`src/rtl/probe_word_rx.sv`:
```
// Reassembles PORT_WIDTH-byte probe entries (LSB first) from a UART byte stream; word_valid 1 cycle after last byte.
// No back-pressure to the UART: entries completing while word_out is held unconsumed are dropped and flagged.
module probe_word_rx #(
  parameter int PORT_WIDTH     = 7,
  parameter int TIMEOUT_CYCLES = 100000,
  parameter int COUNT_WIDTH    = 16
) (
  input  logic                    clk_in,
  input  logic                    rst_in,
  input  logic [7:0]              uart_rx_data,
  input  logic                    uart_rx_valid,
  output logic [PORT_WIDTH*8-1:0] word_out,
  output logic                    word_valid,
  input  logic                    word_ready,
  output logic [COUNT_WIDTH-1:0]  word_count,
  output logic                    overflow,
  output logic [COUNT_WIDTH-1:0]  desync_count,
  output logic                    busy
);

  localparam int IDX_W = (PORT_WIDTH > 1) ? $clog2(PORT_WIDTH) : 1;
  localparam int CNT_W = (TIMEOUT_CYCLES > 2) ? $clog2(TIMEOUT_CYCLES) : 1;
  localparam logic [IDX_W-1:0] LAST_IDX = IDX_W'(PORT_WIDTH - 1);
  localparam logic [CNT_W-1:0] CNT_LIMIT = CNT_W'(TIMEOUT_CYCLES - 1);

  logic [IDX_W-1:0]        index;
  logic [PORT_WIDTH*8-1:0] asm_reg;
  logic [PORT_WIDTH*8-1:0] asm_next;
  logic [CNT_W-1:0]        idle_cnt;
  logic                    complete;
  logic                    timeout;

  // Entry with the incoming byte merged in, so completion can deliver the final byte the same edge.
  always_comb begin
    asm_next = asm_reg;
    asm_next[8*index +: 8] = uart_rx_data;
  end

  assign complete = uart_rx_valid && (index == LAST_IDX);
  assign timeout  = !uart_rx_valid && (index != '0) && (idle_cnt == CNT_LIMIT);

  always_ff @(posedge clk_in) begin
    if (rst_in) begin
      index        <= '0;
      asm_reg      <= '0;
      idle_cnt     <= '0;
      busy         <= 1'b0;
      desync_count <= '0;
    end else if (uart_rx_valid) begin
      asm_reg  <= asm_next;
      idle_cnt <= '0;
      if (complete) begin
        index <= '0;
        busy  <= 1'b0;
      end else begin
        index <= index + 1'b1;
        busy  <= 1'b1;
      end
    end else if (timeout) begin
      index    <= '0;
      asm_reg  <= '0;
      idle_cnt <= '0;
      busy     <= 1'b0;
      if (desync_count != '1)
        desync_count <= desync_count + 1'b1;
    end else if (index != '0) begin
      idle_cnt <= idle_cnt + 1'b1;
    end else begin
      idle_cnt <= '0;
    end
  end

  // Output holding register; a completion may reload it in the same cycle it is consumed.
  always_ff @(posedge clk_in) begin
    if (rst_in) begin
      word_out   <= '0;
      word_valid <= 1'b0;
      word_count <= '0;
      overflow   <= 1'b0;
    end else if (complete) begin
      if (!word_valid || word_ready) begin
        word_out   <= asm_next;
        word_valid <= 1'b1;
        word_count <= word_count + 1'b1;
      end else begin
        overflow <= 1'b1;
      end
    end else if (word_valid && word_ready) begin
      word_valid <= 1'b0;
    end
  end

endmodule

```
`config.mk`:
```
export PLATFORM = sky130hd
export DESIGN_NAME = probe_word_rx
export DESIGN_NICKNAME = d
export VERILOG_FILES = /design/src/rtl/probe_word_rx.sv
export SDC_FILE = /design/constraint.sdc
export NUM_CORES = 1
export LEC_CHECK = 0
export ABC_AREA = 1
export CAP_MARGIN = 20
export CELL_PAD_IN_SITES_DETAIL_PLACEMENT = 0
export CELL_PAD_IN_SITES_GLOBAL_PLACEMENT = 1
export CORE_ASPECT_RATIO = 0.75
export CORE_UTILIZATION = 40
export CTS_BUF_LIST = sky130_fd_sc_hd__clkbuf_8
export DETAILED_ROUTE_END_ITERATION = 16
export DONT_BUFFER_PORTS = 1
export GPL_TIMING_DRIVEN = 0
export HOLD_SLACK_MARGIN = 0.06
export PLACE_DENSITY_LB_ADDON = 0.2
export SKIP_LAST_GASP = 1
export SYNTH_ARGS = -nofsm -noshare
export SYNTH_HDL_FRONTEND = slang
export SYNTH_SLANG_ARGS = --single-unit
```
`constraint.sdc`:
```
create_clock -name clk_in -period 3.05 [get_ports clk_in]
set_clock_uncertainty 0.05 [all_clocks]
set_input_delay 0.4575 -clock clk_in [delete_from_list [all_inputs] [get_ports clk_in]]
set_output_delay 0.4575 -clock clk_in [all_outputs]
set_load 0.02 [all_outputs]
```
Yosys cells after proc, flatten, opt, wreduce, memory -nomap -nowiden
Cells that the tools add are included.
- divide/modulo/power cells: 0
- $mul: 0
- add/subtract/negate cells: 5
- equality and inequality tests: 4
- reduce and logical (&&, ||, !) cells: 15
- multiplexer cells: 12
- order comparisons: 0
- shift-type cells: 2
- bitwise gates (word level): 3
- operator list (kind ; count):
    $mux 56 ; 2
    $bwmux 56 ; 1
    $shift 8x34->56 const A ; 1
    $shiftx 8x34->56 ; 1
    $neg 6->34 ; 1
    $add 16x1->16 const B ; 2
    $add 17x1->17 const B ; 1
    $eq 17x17->1 const B ; 1
    $ne 16x16->1 const B ; 1
    $mux 3 ; 3
    $mux 1 ; 6
    $reduce_and 2->1 ; 3
    $logic_and 1x1->1 ; 4
    $reduce_bool 2->1 ; 2
    $reduce_or 4->1 ; 1
    $add 3x1->3 const B ; 1
    $eq 3x3->1 const B ; 1
    $not 1->1 ; 3
    $reduce_and 3->1 ; 1
    $reduce_bool 3->1 ; 1
    $logic_not 1->1 ; 2
    $ne 2x1->1 const B ; 1
    $logic_or 1x1->1 ; 1
- latch bits: 0
- input bits: 12
- output and inout port bits: 91
- word-level logic and storage cells: 50
- memories: 0
- bits in writable memories: 0
- bits in registers: 167
- memory bits (read-only): 0

Depth between registers and ports, before layout
Gate-level depths: netlist of run 1.
- depth in word-level cells: 5
- gate-level depth with buffers: 13
- mapped depth without buffers: 11

Worst setup path before layout of run 1
Ideal clock, no wire load.
- path kind: register -> register
- start point: register index[0]
- end point: register word_out[22]
- period minus slack after synthesis: 2216 ps
- library setup time: 123 ps
- setup slack: 834 ps
- arrival time: 2044 ps
- cell stages (with the launch flop): 11
- path through: dfxtp_1 > buf_4 > inv_2 > ha_1 > ha_1 > inv_2 > nor3_4 > buf_2 > nand2_1 > o21ai_1 > a21oi_1
- longest elaborated chain between the ends: 3
- elaborated cells on any way between the ends: 7
- those cells by class: add/sub: 1; eq/ne: 1; shift: 2; mux: 1; reduce/logical: 2
- RTL lines (what ; line ; source):
    start: declaration ; 26 ; logic [IDX_W-1:0] index;
    start signal: assignment ; 56 ; index <= index + 1'b1;
    $neg 6->34 / $eq 3x3->1 (equally long branches) ; 36, 39 ;
    $shiftx 8x34->56, or another cell as far along ; 36 ; asm_next[8*index +: 8] = uart_rx_data;
    $bwmux 56 / $reduce_and 2->1 (equally long branches) ; -- ;
    end signal: assignment ; 82 ; word_out <= asm_next;
    end: declaration ; 12 ; output logic [PORT_WIDTH*8-1:0] word_out,
Parallel ways exist; a longest one is shown, timed or not.
A chain may end at the register's enable or synchronous reset.

Worst setup path after layout of run 1
- start point: register index[0]
- end point: register asm_reg[31]
- longest elaborated chain between the ends: 4
- elaborated cells on any way between the ends: 9
- those cells by class: add/sub: 1; shift: 2; mux: 2; reduce/logical: 4
- RTL lines (what ; line ; source):
    $neg 6->34 / $reduce_bool 3->1 (equally long branches) ; 36, 40 ;
    $shiftx 8x34->56, or another cell as far along ; 36 ;
    $bwmux 56 / $logic_and 1x1->1 (equally long branches) ; 36, 40 ;
    $mux 56 / $reduce_bool 2->1 (equally long branches) ; -- ;
    end signal: assignment ; 50 ; asm_reg <= asm_next;
    end: declaration ; 27 ; logic [PORT_WIDTH*8-1:0] asm_reg;
Parallel ways exist; a longest one is shown, timed or not.

==> results, run 1 <==
- Summing the areas of all fa, ha and maj instances in the mapped netlist gives 1.64% of the synthesized area.
- Summed over all layers, the routed wires come to between 20,000 and 25,000 µm.
- The netlist area before placement is about 7600 µm².
- The worst endpoint data arrival time is 3.00 ns.
- The number of nets handed over by synthesis was roughly 1,100.
- The fraction of the mapped netlist area in compound gates is between 10 and 15%.
- The die outline area is a little under 20,000 µm².
- The layout overhead on the synthesized area is 8.81%.
- The max-slew violation count is 0.
- The number of CTS-inserted buffers is 17.
- Headroom to the max-slew limit came out at 53.5%.
- For the final routed database, the setup TNS stands at 0 ns.
- The share of the synthesized area in the top cell type is a little over two fifths.
- CTS placed an instance of sky130_fd_sc_hd__clkbuf_8 at the clock tree root.
- The number of global-route vias before repair is 6,127.
- Once layout is complete, the cells apart from fillers number 1,362.
- Setup repair after global routing left no endpoint under its margin.
- The routed wirelength normalized by instance count is around 15 µm.
- In this run the number of H-tree levels came out at 4.
- The congestion estimate from routability-driven global placement came to between 0.8 and 0.9.
- The number of setup violations in the final report is 0.
- The initialized floorplan defines 43 standard-cell rows.
- The HPWL after detailed placement is 15,200 µm.
- Clock-pin slew was measured on the worst setup and hold paths at 0.08 ns.
- The mux contribution to synthesized area is 0%.
- The setup slack of the most critical reg-to-reg path is slightly above 0.4 ns.
- The power per standard cell area is 482 nW/µm².
- The hold buffer count at CTS is 0.
- The dominant combinational cell family by area after synthesis is simple AND/OR/NAND/NOR gates.
- The fmax is roughly 380 MHz.
- In this run the critical register-to-register path is captured at asm_reg[31].
- The net count of the finished layout is ~1,100.
- Once placement completed, the tool counted placed cells totaling about 1,300.
- The start point of the worst hold path is uart_rx_valid.
- STA puts the critical path data required time at about 3.4 ns.
- The share of post-route cells with drive strength above 1 is under 10%.
- The count of input and output buffers is 0.
- The number of sinks driven by the clock tree is 167.
- The worst setup path is captured at a flip-flop.
- The flow ran to the end, and the final reports show no timing, DRC or antenna violations.
- The starting density of the core is just over 40%.
- The number of antenna violations at the first check in global routing is 0.
- The area of the core is approximately 19,000 µm².
- 0 antenna diodes ended up in the layout.
- The floorplan step set the die height to around 120 µm.
- The count of nets left with antenna violations once routing finished came out at 0.
- The synthesized area per cell is 7.01 µm².
- The class of the most critical setup path is flip-flop to flip-flop.
- The worst register-to-register path has a depth of 11.
- The simple-gate share of the synthesized area is around 29%.
- The number of setup buffers added after CTS is 0.
- The post-detailed-route via-to-cell ratio is about 5.0.
- For this design the top-level I/O count stands at 103.
- The final critical path takes up between 80% and 90% of the cycle.
- The static leakage is between 3 and 4 nW.
- The global-route total usage across every layer is between 20% and 30%.
- Yosys printed 0 warnings.
- The hold violation total from the final report came to 0.
- Along the worst hold path, the cell count comes to 2.
- The layout has between 1,500 and 2,000 filler cells.
- In this run the critical register-to-register path is launched from index[0].
- After synthesis the netlist holds a flip-flop and latch count of between 150 and 200.
- At the pin with the least slew margin, the transition time is about 0.7 ns.
- The starting DRC count in detailed routing is 549.
- Leaving out fill and tap cells, the most frequent cell in the layout is sky130_fd_sc_hd__nand2_1.
- In the layout the commonest cells are sky130_fd_sc_hd__nand2_1, sky130_fd_sc_hd__dfxtp_1, sky130_fd_sc_hd__nor2_1, sky130_fd_sc_hd__o21ai_1, sky130_fd_sc_hd__inv_1.
- The synthesized netlist contains 33 unique library cells.
- At the later pin of the worst-skew pair, clock insertion delay measures 0.47 ns.
- After detailed routing, the number of remaining DRC violations is 0.
- Summed over all layers, the global routing overflow is 0.
- Sequential cells were found to cover a little over two fifths of the synthesized design area.
- The worst hold path terminates at busy.
- The largest voltage drop on the vdd net is roughly 270 µV.
- The pre-antenna-repair detailed-routing pass consisted of 5 iterations.
- After synthesis, the cell types taking the most area are sky130_fd_sc_hd__dfxtp_1, sky130_fd_sc_hd__nand2_1, sky130_fd_sc_hd__o21ai_1.
- The first global-routing pass estimated around 33,000 µm of wire.
- The largest total area in the synthesized netlist belongs to sky130_fd_sc_hd__dfxtp_1.
- The post-synthesis xor/xnor area fraction is around 2.0%.
- Counting along the longest clock path gives a buffer depth of 2.
- Entering global routing, the biggest net connects 17 pins.
- The post-cts gate resize count is 0.
- The number of maximum-capacitance constraint violations is 0.
- The die width is 161 µm.
- The total design power is between 0.003 and 0.004 W.
- The clock tree from TritonCTS is built.
- The maximum fanout count along the critical path is 10.
- Summing over every cut layer, the via total after detailed routing is slightly below 7,000.
- The min-delay analysis places its worst path in the category primary input to flip-flop.
- The time the final worst path needs with I/O delays and setup is around 2.6 ns.
- STA classifies the critical path startpoint as a flip-flop.
- After technology mapping, the gate count stands at between 1,000 and 1,500.
## synth_stat cells
master                       n
sky130_fd_sc_hd__nand2_1   246
sky130_fd_sc_hd__buf_2      15
sky130_fd_sc_hd__dfxtp_1   167
sky130_fd_sc_hd__nand3_1    47
sky130_fd_sc_hd__buf_6       4
sky130_fd_sc_hd__ha_1       10
sky130_fd_sc_hd__nand2_2     7
sky130_fd_sc_hd__o21ai_1   127
sky130_fd_sc_hd__xor2_1     13
sky130_fd_sc_hd__buf_4       4
sky130_fd_sc_hd__nand4_1    22
sky130_fd_sc_hd__a21oi_2     5
sky130_fd_sc_hd__buf_1       2
sky130_fd_sc_hd__nor4_1      2
sky130_fd_sc_hd__nand3_2     2
sky130_fd_sc_hd__nor2_1    160
sky130_fd_sc_hd__o21bai_1    1
sky130_fd_sc_hd__nand3_4     2
sky130_fd_sc_hd__nor2_4      5
sky130_fd_sc_hd__inv_1     112
sky130_fd_sc_hd__a211oi_1    2
sky130_fd_sc_hd__o21ai_0    23
sky130_fd_sc_hd__a21oi_1    50
sky130_fd_sc_hd__inv_2       9
sky130_fd_sc_hd__clkbuf_1   21
sky130_fd_sc_hd__nor3_4      2
sky130_fd_sc_hd__nor3_2      1
sky130_fd_sc_hd__nor2_2      3
sky130_fd_sc_hd__nor3_1     12
sky130_fd_sc_hd__nor3b_1     1
sky130_fd_sc_hd__xnor2_1     4
sky130_fd_sc_hd__nand4_4     1
sky130_fd_sc_hd__or2_2       3
## cell families (layout without fill, tap and decap cells)
kind of cell             after synthesis  in the layout
AO/OA/AOI/OAI                        208            208
XOR/XNOR                              17             17
adder cells (fa/ha/maj)               10             10
buffers and inverters                167            197
flip-flops                           167            167
AND/OR/NAND/NOR                      516            516
## per-stage QoR
stage / hold slack, ns / instance area (µm²) / setup WS, ns / util [%]
5_1_grt: 0.124 / 8280 / 0.219 / 44.6
4_1_cts: 0.0920 / 8280 / 0.445 / 44.6
3_5_place_dp: 0.384 / 7920 / 0.447 / 42.7
2_1_floorplan: 0.368 / 7610 / 0.834 / -
3_3_place_gp: 0.378 / 7920 / 0.458 / 42.7
6_report: 0.110 / 8280 / 0.403 / 44.6
## worst max-delay path, cell delays in order, from the launching register on
cell and delay (ns):
sky130_fd_sc_hd__dfxtp_1 0.43, sky130_fd_sc_hd__buf_4 0.22, sky130_fd_sc_hd__inv_2 0.08, sky130_fd_sc_hd__ha_1 0.22, sky130_fd_sc_hd__ha_1 0.49, sky130_fd_sc_hd__nand2_1 0.11
sky130_fd_sc_hd__nor2_2 0.28, sky130_fd_sc_hd__buf_4 0.23, sky130_fd_sc_hd__nand4_1 0.13, sky130_fd_sc_hd__o21ai_1 0.20, sky130_fd_sc_hd__nand2_1 0.07, sky130_fd_sc_hd__o21ai_1 0.08
## power by group
group	internal, W	switching [W]	total (W)
combinational	0.0000703	0.000207	0.000277
sequential	0.00220	0.0000127	0.00221
clock	0.000684	0.000820	0.00150
total	0.00295	0.00104	0.00399
## worst max-delay path by stage
stage	startpoint	endpoint	slack [ns]	cells past startpoint
after detailed placement	index[0]	word_out[23]	0.45	10
after CTS	index[0]	word_out[22]	0.45	10
after global placement	index[0]	word_out[22]	0.46	10
after global routing	index[0]	asm_reg[31]	0.22	11
after floorplan	index[0]	word_out[22]	0.83	10
final	index[0]	asm_reg[31]	0.40	11
## per-layer routing
layer	wire [µm]	vias to the layer above	global-route usage [%]
met5	0	-	0
met4	271	0	5.78
met3	1160	21	5.13
met2	7990	154	29.5
met1	11200	3072	34.0
li1	-	3514	-
## layout make-up
class	instances	area, µm²	area share (%)
clock inverter	7	45.0	0.544
buffer	46	236	2.86
clock buffer	23	317	3.82
tap	247	309	3.73
multi-input combinational	751	3570	43.2
inverter	121	454	5.49
sequential	167	3340	40.4
Power figures use the tool's default switching activity.
==> run 2, diff against run 1 <==
==> constraint.sdc (replaced) <==
create_clock -name clk_in -period 2.6 [get_ports clk_in]
set_clock_uncertainty 0.05 [all_clocks]
set_input_delay 0.39 -clock clk_in [delete_from_list [all_inputs] [get_ports clk_in]]
set_output_delay 0.39 -clock clk_in [all_outputs]
set_load 0.02 [all_outputs]
==> run 2 against run 1 <==
Compared with the run above:
- combinational power rose by 20%
- clock power grew 17%
- clock-buffer cell count unchanged
- cell count is 0.15% higher
- final area up 0.51%
- via count shrank 0.15%
==> results, run 2 (synthesis results as in run 1) <==
- The die outline area is 19,600 µm² (unchanged).
- The static leakage was 3.38 nW (+0.42%).
- The worst endpoint data arrival time is 2.73 ns (-0.27 ns).
- The slowest stage of the critical path is the sky130_fd_sc_hd__dfxtp_2 cell.
- The boundary pin count is 103 (unchanged).
- The worst-case clock buffer depth is 2 (unchanged).
- The library cells used most frequently in the layout, excluding fill and tap cells, are sky130_fd_sc_hd__nand2_1, sky130_fd_sc_hd__dfxtp_1, sky130_fd_sc_hd__nor2_1, sky130_fd_sc_hd__o21ai_1, sky130_fd_sc_hd__inv_1.
- The headroom to the max-slew limit is 54.2% (+0.76 points).
- The total design power was 0.00469 W (+17%).
- The run finished with clean final reports.
- The hold violation total from the final report is 0 (unchanged).
- The placer's final routability congestion estimate came to 0.851 (unchanged).
- The total number of cells along the worst setup path is 13 (+2).
- The nature of the critical path startpoint is a flip-flop.
- The clock input transition at the sequential cells of the worst setup and hold paths was 0.08 ns (about the same).
- The placement row count is 43 (unchanged).
- The data required time at the worst endpoint came to 2.91 ns (-0.49 ns).
- The critical path startpoint is index[0].
- The met1 wire length was 11,200 µm (about the same).
- The number of setup buffers added after CTS came to 0 (unchanged).
- The starting DRC count in detailed routing came to 561 (+2.2%).
- The count of input and output buffers was 0 (unchanged).
- The starting density of the core is 41.0% (unchanged).
- The total wire length is 20,700 µm (+0.55%).
- The maximum number of pins on one net before global-route repair is 17 (unchanged).
- The number of antenna diodes was 0 (unchanged).
- The cell area after layout is 8320 µm² (+0.51%).
- The maximum fanout count along the critical path was 10 (unchanged).
- The final design utilization is 44.8% (+0.23 points).
- The share of post-route cells with drive strength above 1 is 8.86% (+0.70 points).
- The detailed-route via count is 6,751 (-0.15%).
- The share of the clock period used by the worst path after layout is 93.4% (+6.6 points).
- The number of cells after detailed placement is 1,332 (unchanged).
- The tree is rooted in a sky130_fd_sc_hd__clkbuf_8.
- The number of fill cells in the layout came to 1,994 (unchanged).
- The wire length of the first global-routing pass is 33,300 µm (+0.19%).
- TritonCTS built the clock tree.
- The area of the core was 18,600 µm² (unchanged).
- The met2 wire length was 8010 µm (+0.24%).
- The time the final worst path needs with I/O delays and setup is 2.43 ns (-0.219 ns).
- The power per standard cell area is 563 nW/µm² (+17%).
- The count of cells along the worst register-to-register path is 13 (+2).
- Setup repair after global routing could not meet its margin everywhere.
- The startpoint of the worst-slack reg-to-reg timing path is index[0].
- The kind of cell adding the most delay to the critical path is simple AND/OR/NAND/NOR gates.
- The transition at the pin with the smallest max-transition slack is 0.686 ns (-0.0114 ns).
- The number of cells in the finished layout apart from fillers is 1,364 (+0.15%).
- The HPWL after detailed placement is 15,200 µm (unchanged).
- The number of global-route vias before repair is 6,133 (+0.098%).
- The overall overflow remaining after global route came to 0 (unchanged).
- The wire length on met3 is 1260 µm (+8.1%).
- The accumulated negative setup slack is 0 ns (unchanged).
- The cell area after placement is 7920 µm² (unchanged).
- The fmax is 412 MHz (+9.0%).
- The largest stage delay on the critical path is 0.38 ns (-0.11 ns).
- The post-detailed-route via-to-cell ratio is 4.95 (-0.29%).
- The max-slew violation count came to 0 (unchanged).
- Leaving out fill and tap cells, the most frequent cell in the layout is sky130_fd_sc_hd__nand2_1.
- The worst-skew pair later-pin latency is 0.47 ns (about the same).
- The number of maximum-capacitance constraint violations is 0 (unchanged).
- The number of antenna violations at the first check in global routing was 0 (unchanged).
- The setup slack of the most critical reg-to-reg path is 0.17 ns (-0.23 ns).
- The critical path buffer and inverter count is 3 (unchanged).
- The number of CTS-inserted buffers was 17 (unchanged).
- STA classifies the critical path endpoint as a flip-flop.
- The global-route total usage across every layer is 22.0% (+0.045 points).
- Relative to the synthesized area, the layout overhead comes to 9.37%.
- The cell that appears most often on the critical path is sky130_fd_sc_hd__nor2_1.
- The vertical extent of the die is 121 µm (unchanged).
- The number of sinks driven by the clock tree is 167 (unchanged).
- The detailed-routing iteration count for the pre-antenna-repair pass is 5 (unchanged).
- The number of design rule violations left after detail routing is 0 (unchanged).
- The worst min-delay path class is primary input to flip-flop.
- The highest routed metal layer is met4.
- The post-route antenna net violation count was 0 (unchanged).
- The class of the most critical setup path is flip-flop to flip-flop.
- The routed wirelength normalized by instance count is 15.2 µm (+0.40%).
- The end point of the critical path is idle_cnt[15].
- The maximum level of the CTS H-tree is 4 (unchanged).
- The largest voltage drop on the vdd net came to 319 µV (+17%).
- The number of setup violations in the final report is 0 (unchanged).
- The net count of the finished layout was 1,128 (+0.18%).
- The die width is 161 µm (unchanged).
- The signal on the critical path passes through buf_4, inv_2, ha_1, ha_1, nor2_1, nand3_1, nor2_1, nand3_2, nand2_2, nor2_4, nand2_2, buf_4, nor2_1.
- The endpoint of the lowest-slack register-to-register path is idle_cnt[15].
[run 2: worst min path at each step]
stage / start / endpoint / cells past startpoint
after floorplan: idle_cnt[0] / idle_cnt[0] / 1
final: uart_rx_valid / index[0] / 2
after global routing: uart_rx_valid / index[0] / 2
after global placement: asm_reg[1] / asm_reg[1] / 2
after CTS: uart_rx_valid / index[0] / 2
after detailed placement: asm_reg[1] / asm_reg[1] / 2
[run 2: power breakdown]
group / switching [W] / internal [W] / total (W)
logic: 0.000246 / 0.0000866 / 0.000333
clock network: 0.000962 / 0.000802 / 0.00176
registers: 0.0000150 / 0.00258 / 0.00259
total: 0.00122 / 0.00346 / 0.00469
[run 2: area by class of cell]
type	instances	area [µm²]	area share, %
Clock inverter	7	45.0	0.541
Clock buffer	23	317	3.80
Tap cell	247	309	3.71
Inverter	121	454	5.46
Buffer	46	243	2.92
Multi-Input combinational cell	752	3600	43.3
Sequential cell	167	3340	40.2
Timing Repair Buffer	1	10.0	0.120
[run 2: timing repair]
action / in CTS / in global routing
endpoints found under the setup margin: 2 / 68
hold buffers: 1 / 0
gates cloned: 0 / 1
pin swaps: 0 / 2
gates resized for setup: 1 / 10
endpoints found under the hold margin: 1 / 0
[run 2: layer usage]
metal  global-route usage, %  vias up
li1                        -     3523
met4                    5.78        0
met1                    34.1     3058
met3                    5.13       21
met2                    29.6      149
met5                       0        -
[run 2: through the flow]
| step | hold WS [ns] | setup slack [ns] |
|---|---|---|
| 2_1_floorplan | 0.368 | 0.384 |
| 3_3_place_gp | 0.378 | 0.00798 |
| 3_5_place_dp | 0.384 | -0.00323 |
| 4_1_cts | 0.0790 | 0.000545 |
| 5_1_grt | 0.122 | -0.00443 |
| 6_report | 0.0933 | 0.172 |
==> run 3, diff against run 2 <==
--- a/config.mk
+++ b/config.mk
@@ -17,7 +17,9 @@
 export GPL_TIMING_DRIVEN = 0
 export HOLD_SLACK_MARGIN = 0.06
 export PLACE_DENSITY_LB_ADDON = 0.2
+export SETUP_SLACK_MARGIN = 0.3
 export SKIP_LAST_GASP = 1
+export SLEW_MARGIN = 30
 export SYNTH_ARGS = -nofsm -noshare
 export SYNTH_HDL_FRONTEND = slang
 export SYNTH_SLANG_ARGS = --single-unit
==> run 3 against run 2 <==
Compared with the run above:
- via count rose by 0.68%
- utilization rose by 0.94 points
- worst hold slack got worse by 0.0026 ns
- sequential power barely moved
- register-to-register slack improved by 0.28 ns
- first-iteration DRC count fell by 14%
- largest cell class unchanged
==> results, run 3 (synthesis results as in run 1) <==
- The cell area after placement is 7920 µm² (unchanged).
- The worst endpoint data arrival time is 2.45 ns (-0.28 ns).
- The transition at the pin with the smallest max-transition slack is 0.713 ns (+0.0263 ns).
- The worst register-to-register path ends at idle_cnt[15].
- Setup repair after global routing left no endpoint under its margin.
- The fmax is 467 MHz (+13%).
- The number of setup violations in the final report is 0 (unchanged).
- The global-route total usage across every layer was 22.1% (+0.097 points).
- The max-slew violation count is 0 (unchanged).
- The net count of the finished layout is 1,135 (+0.62%).
- The class of the most critical setup path is flip-flop to flip-flop.
- The number of cells in the finished layout apart from fillers is 1,371 (+0.51%).
- The worst setup margin was 0.456 ns (+0.284 ns).
- The total wire length is 20,900 µm (+0.65%).
- The count of input and output buffers came to 0 (unchanged).
- The placer's final routability congestion estimate is 0.851 (unchanged).
- The vertical extent of the die is 121 µm (unchanged).
- The die outline area is 19,600 µm² (unchanged).
- The starting DRC count in detailed routing was 485 (-14%).
- The pre-CTS setup slack is -0.00323 ns (unchanged).
- The number of antenna diodes is 0 (unchanged).
- The hold violation total from the final report is 0 (unchanged).
- The detailed-route via count is 6,797 (+0.68%).
- The clock input transition at the sequential cells of the worst setup and hold paths came to 0.08 ns (about the same).
- The overall overflow remaining after global route is 0 (unchanged).
- The power per standard cell area was 557 nW/µm² (-1.1%).
- The worst-skew pair later-pin latency is 0.47 ns (about the same).
- The clock tree from TritonCTS is built.
- The hold path depth is 2 (unchanged).
- The critical path goes through buf_8, inv_2, ha_4, ha_4, nor2_1, nand3_1, nor2_2, nand3_2, nand2_4, nor2_4, buf_12, nand2_4, buf_6, nor2_1.
- The number of cells after detailed placement came to 1,332 (unchanged).
- The root buffer cell is sky130_fd_sc_hd__clkbuf_8.
- The number of design rule violations left after detail routing is 0 (unchanged).
- The number of sinks driven by the clock tree was 167 (unchanged).
- The largest stage delay on the critical path is 0.36 ns (-0.02 ns).
- The number of CTS-inserted buffers is 17 (unchanged).
- The headroom to the max-slew limit is 52.5% (-1.8 points).
- The share of post-route cells with drive strength above 1 was 10.3% (+1.5 points).
- The number of antenna violations at the first check in global routing is 0 (unchanged).
- The routed wirelength normalized by instance count is 15.2 µm (+0.13%).
- In this run the most critical hold path is launched from uart_rx_valid.
- The count of cells along the worst register-to-register path is 14 (+1).
- The maximum fanout count along the critical path was 10 (unchanged).
- STA classifies the critical path startpoint as a flip-flop.
- The path with the worst hold slack has its endpoint at index[0].
- The static leakage was 3.46 nW (+2.2%).
- The combinational cell fraction of total power is 7.8% (+0.7 points).
- The maximum number of pins on one net before global-route repair was 17 (unchanged).
- The worst setup path is captured at a flip-flop.
- The largest voltage drop on the vdd net came to 320 µV (+0.28%).
- The cell area after layout is 8500 µm² (+2.1%).
- The maximum level of the CTS H-tree is 4 (unchanged).
- The number of global-route vias before repair is 6,138 (+0.082%).
- The worst-path cell with the longest stage delay is sky130_fd_sc_hd__dfxtp_4.
- The switching power as a share of total power is 26.2% (+0.16 points).
- The share of the clock period used by the worst path after layout is 82.4% (-11 points).
- The boundary pin count was 103 (unchanged).
- The switching component of the power is 0.00124 W (+1.5%).
- The flow ran to the end, and the final reports show no timing, DRC or antenna violations.
- The placement row count came to 43 (unchanged).
- The area of the core is 18,600 µm² (unchanged).
- The number of maximum-capacitance constraint violations is 0 (unchanged).
- The worst register-to-register path begins at index[0].
- The detailed-routing iteration count for the pre-antenna-repair pass came to 5 (unchanged).
- The worst min-delay path class is primary input to flip-flop.
- The setup slack of the most critical reg-to-reg path is 0.46 ns (+0.28 ns).
- The wire length of the first global-routing pass is 33,500 µm (+0.37%).
- The post-detailed-route via-to-cell ratio is 4.96 (+0.17%).
- The HPWL after detailed placement is 15,200 µm (unchanged).
- The most common library cell in the layout ignoring fill and taps is sky130_fd_sc_hd__nand2_1.
- The die width came to 161 µm (unchanged).
- The time the final worst path needs with I/O delays and setup was 2.14 ns (-0.284 ns).
- From synthesis to final layout, the design area changed by 11.7%.
- The starting density of the core came to 41.0% (unchanged).
- The worst-case clock buffer depth is 2 (unchanged).
- The proportion of power drawn by the clock network is 37.4% (-0.2 points).
- The library cells used most frequently in the layout, excluding fill and tap cells, are sky130_fd_sc_hd__nand2_1, sky130_fd_sc_hd__dfxtp_1, sky130_fd_sc_hd__nor2_1, sky130_fd_sc_hd__o21ai_1, sky130_fd_sc_hd__inv_1.
- The data required time at the worst endpoint is 2.91 ns (about the same).
- The post-route antenna net violation count was 0 (unchanged).
- The share of total power in sequential cells is 54.7% (-0.6 points).
- The internal power contribution is 0.00349 W (+0.72%).
-- run 3: how the worst max path moves through the flow --
stage	depth (start not counted)	end	start	slack [ns]
global placement	10	word_out[22]	index[0]	0.008
global route	11	word_count[14]	index[0]	0.30
floorplan	10	word_out[22]	index[0]	0.38
detailed placement	10	word_out[23]	index[0]	-0.003
finish	14	idle_cnt[15]	index[0]	0.46
CTS	13	idle_cnt[15]	index[0]	0.31
-- run 3: metal layers --
metal	track usage (%)	wire, µm	up-vias
met5	0	0	-
met4	5.78	254	0
met3	5.13	1150	21
met2	29.8	8090	146
met1	34.2	11400	3090
li1	-	-	3540
-- run 3: power groups by stage --
stage | Sequential, W | Combinational, W | Clock (W)
floorplan | 0.00265 | 0.000237 | 0
global placement | 0.00265 | 0.000323 | 0
detailed placement | 0.00265 | 0.000323 | 0
CTS | 0.00259 | 0.000349 | 0.00181
global route | 0.00259 | 0.000406 | 0.00192
finish | 0.00259 | 0.000371 | 0.00177
-- run 3: per-stage QoR --
stage	TNS [ns]	utilization (%)	hold slack [ns]	total power, W
after CTS	0	45.1	0.0717	0.00475
after floorplan	0	-	0.368	0.00288
after global placement	0	42.7	0.378	0.00297
final	0	45.8	0.0907	0.00473
after detailed placement	-0.00323	42.7	0.384	0.00297
after global routing	0	45.8	0.132	0.00492
-- run 3: critical path, delay by kind of cell (launching register included) --
kind / cells / cell delay (ns)
adders and majority gates: 2 / 0.36
buffers and inverters: 4 / 0.51
DFF: 1 / 0.36
and+or+nand+nor: 8 / 0.74
-- run 3: repair_timing --
action | 4_1_cts | 5_1_grt
gates resized for setup | 21 | 18
pin swaps | 2 | 5
buffers inserted | 1 | 6
endpoints found under the setup margin | 117 | 103
cloned | 1 | 0
endpoints found under the hold margin | 1 | 0
hold buffers | 1 | 0
-- run 3: layout make-up --
class	count	area, µm²
clock inverters	7	45.0
repair buffers	8	75.1
plain buffers	46	274
inverters	121	459
fillers	1986	10100
flip-flops and latches	167	3350
well taps	247	309
multi-input cells	752	3670
clock buffers	23	317
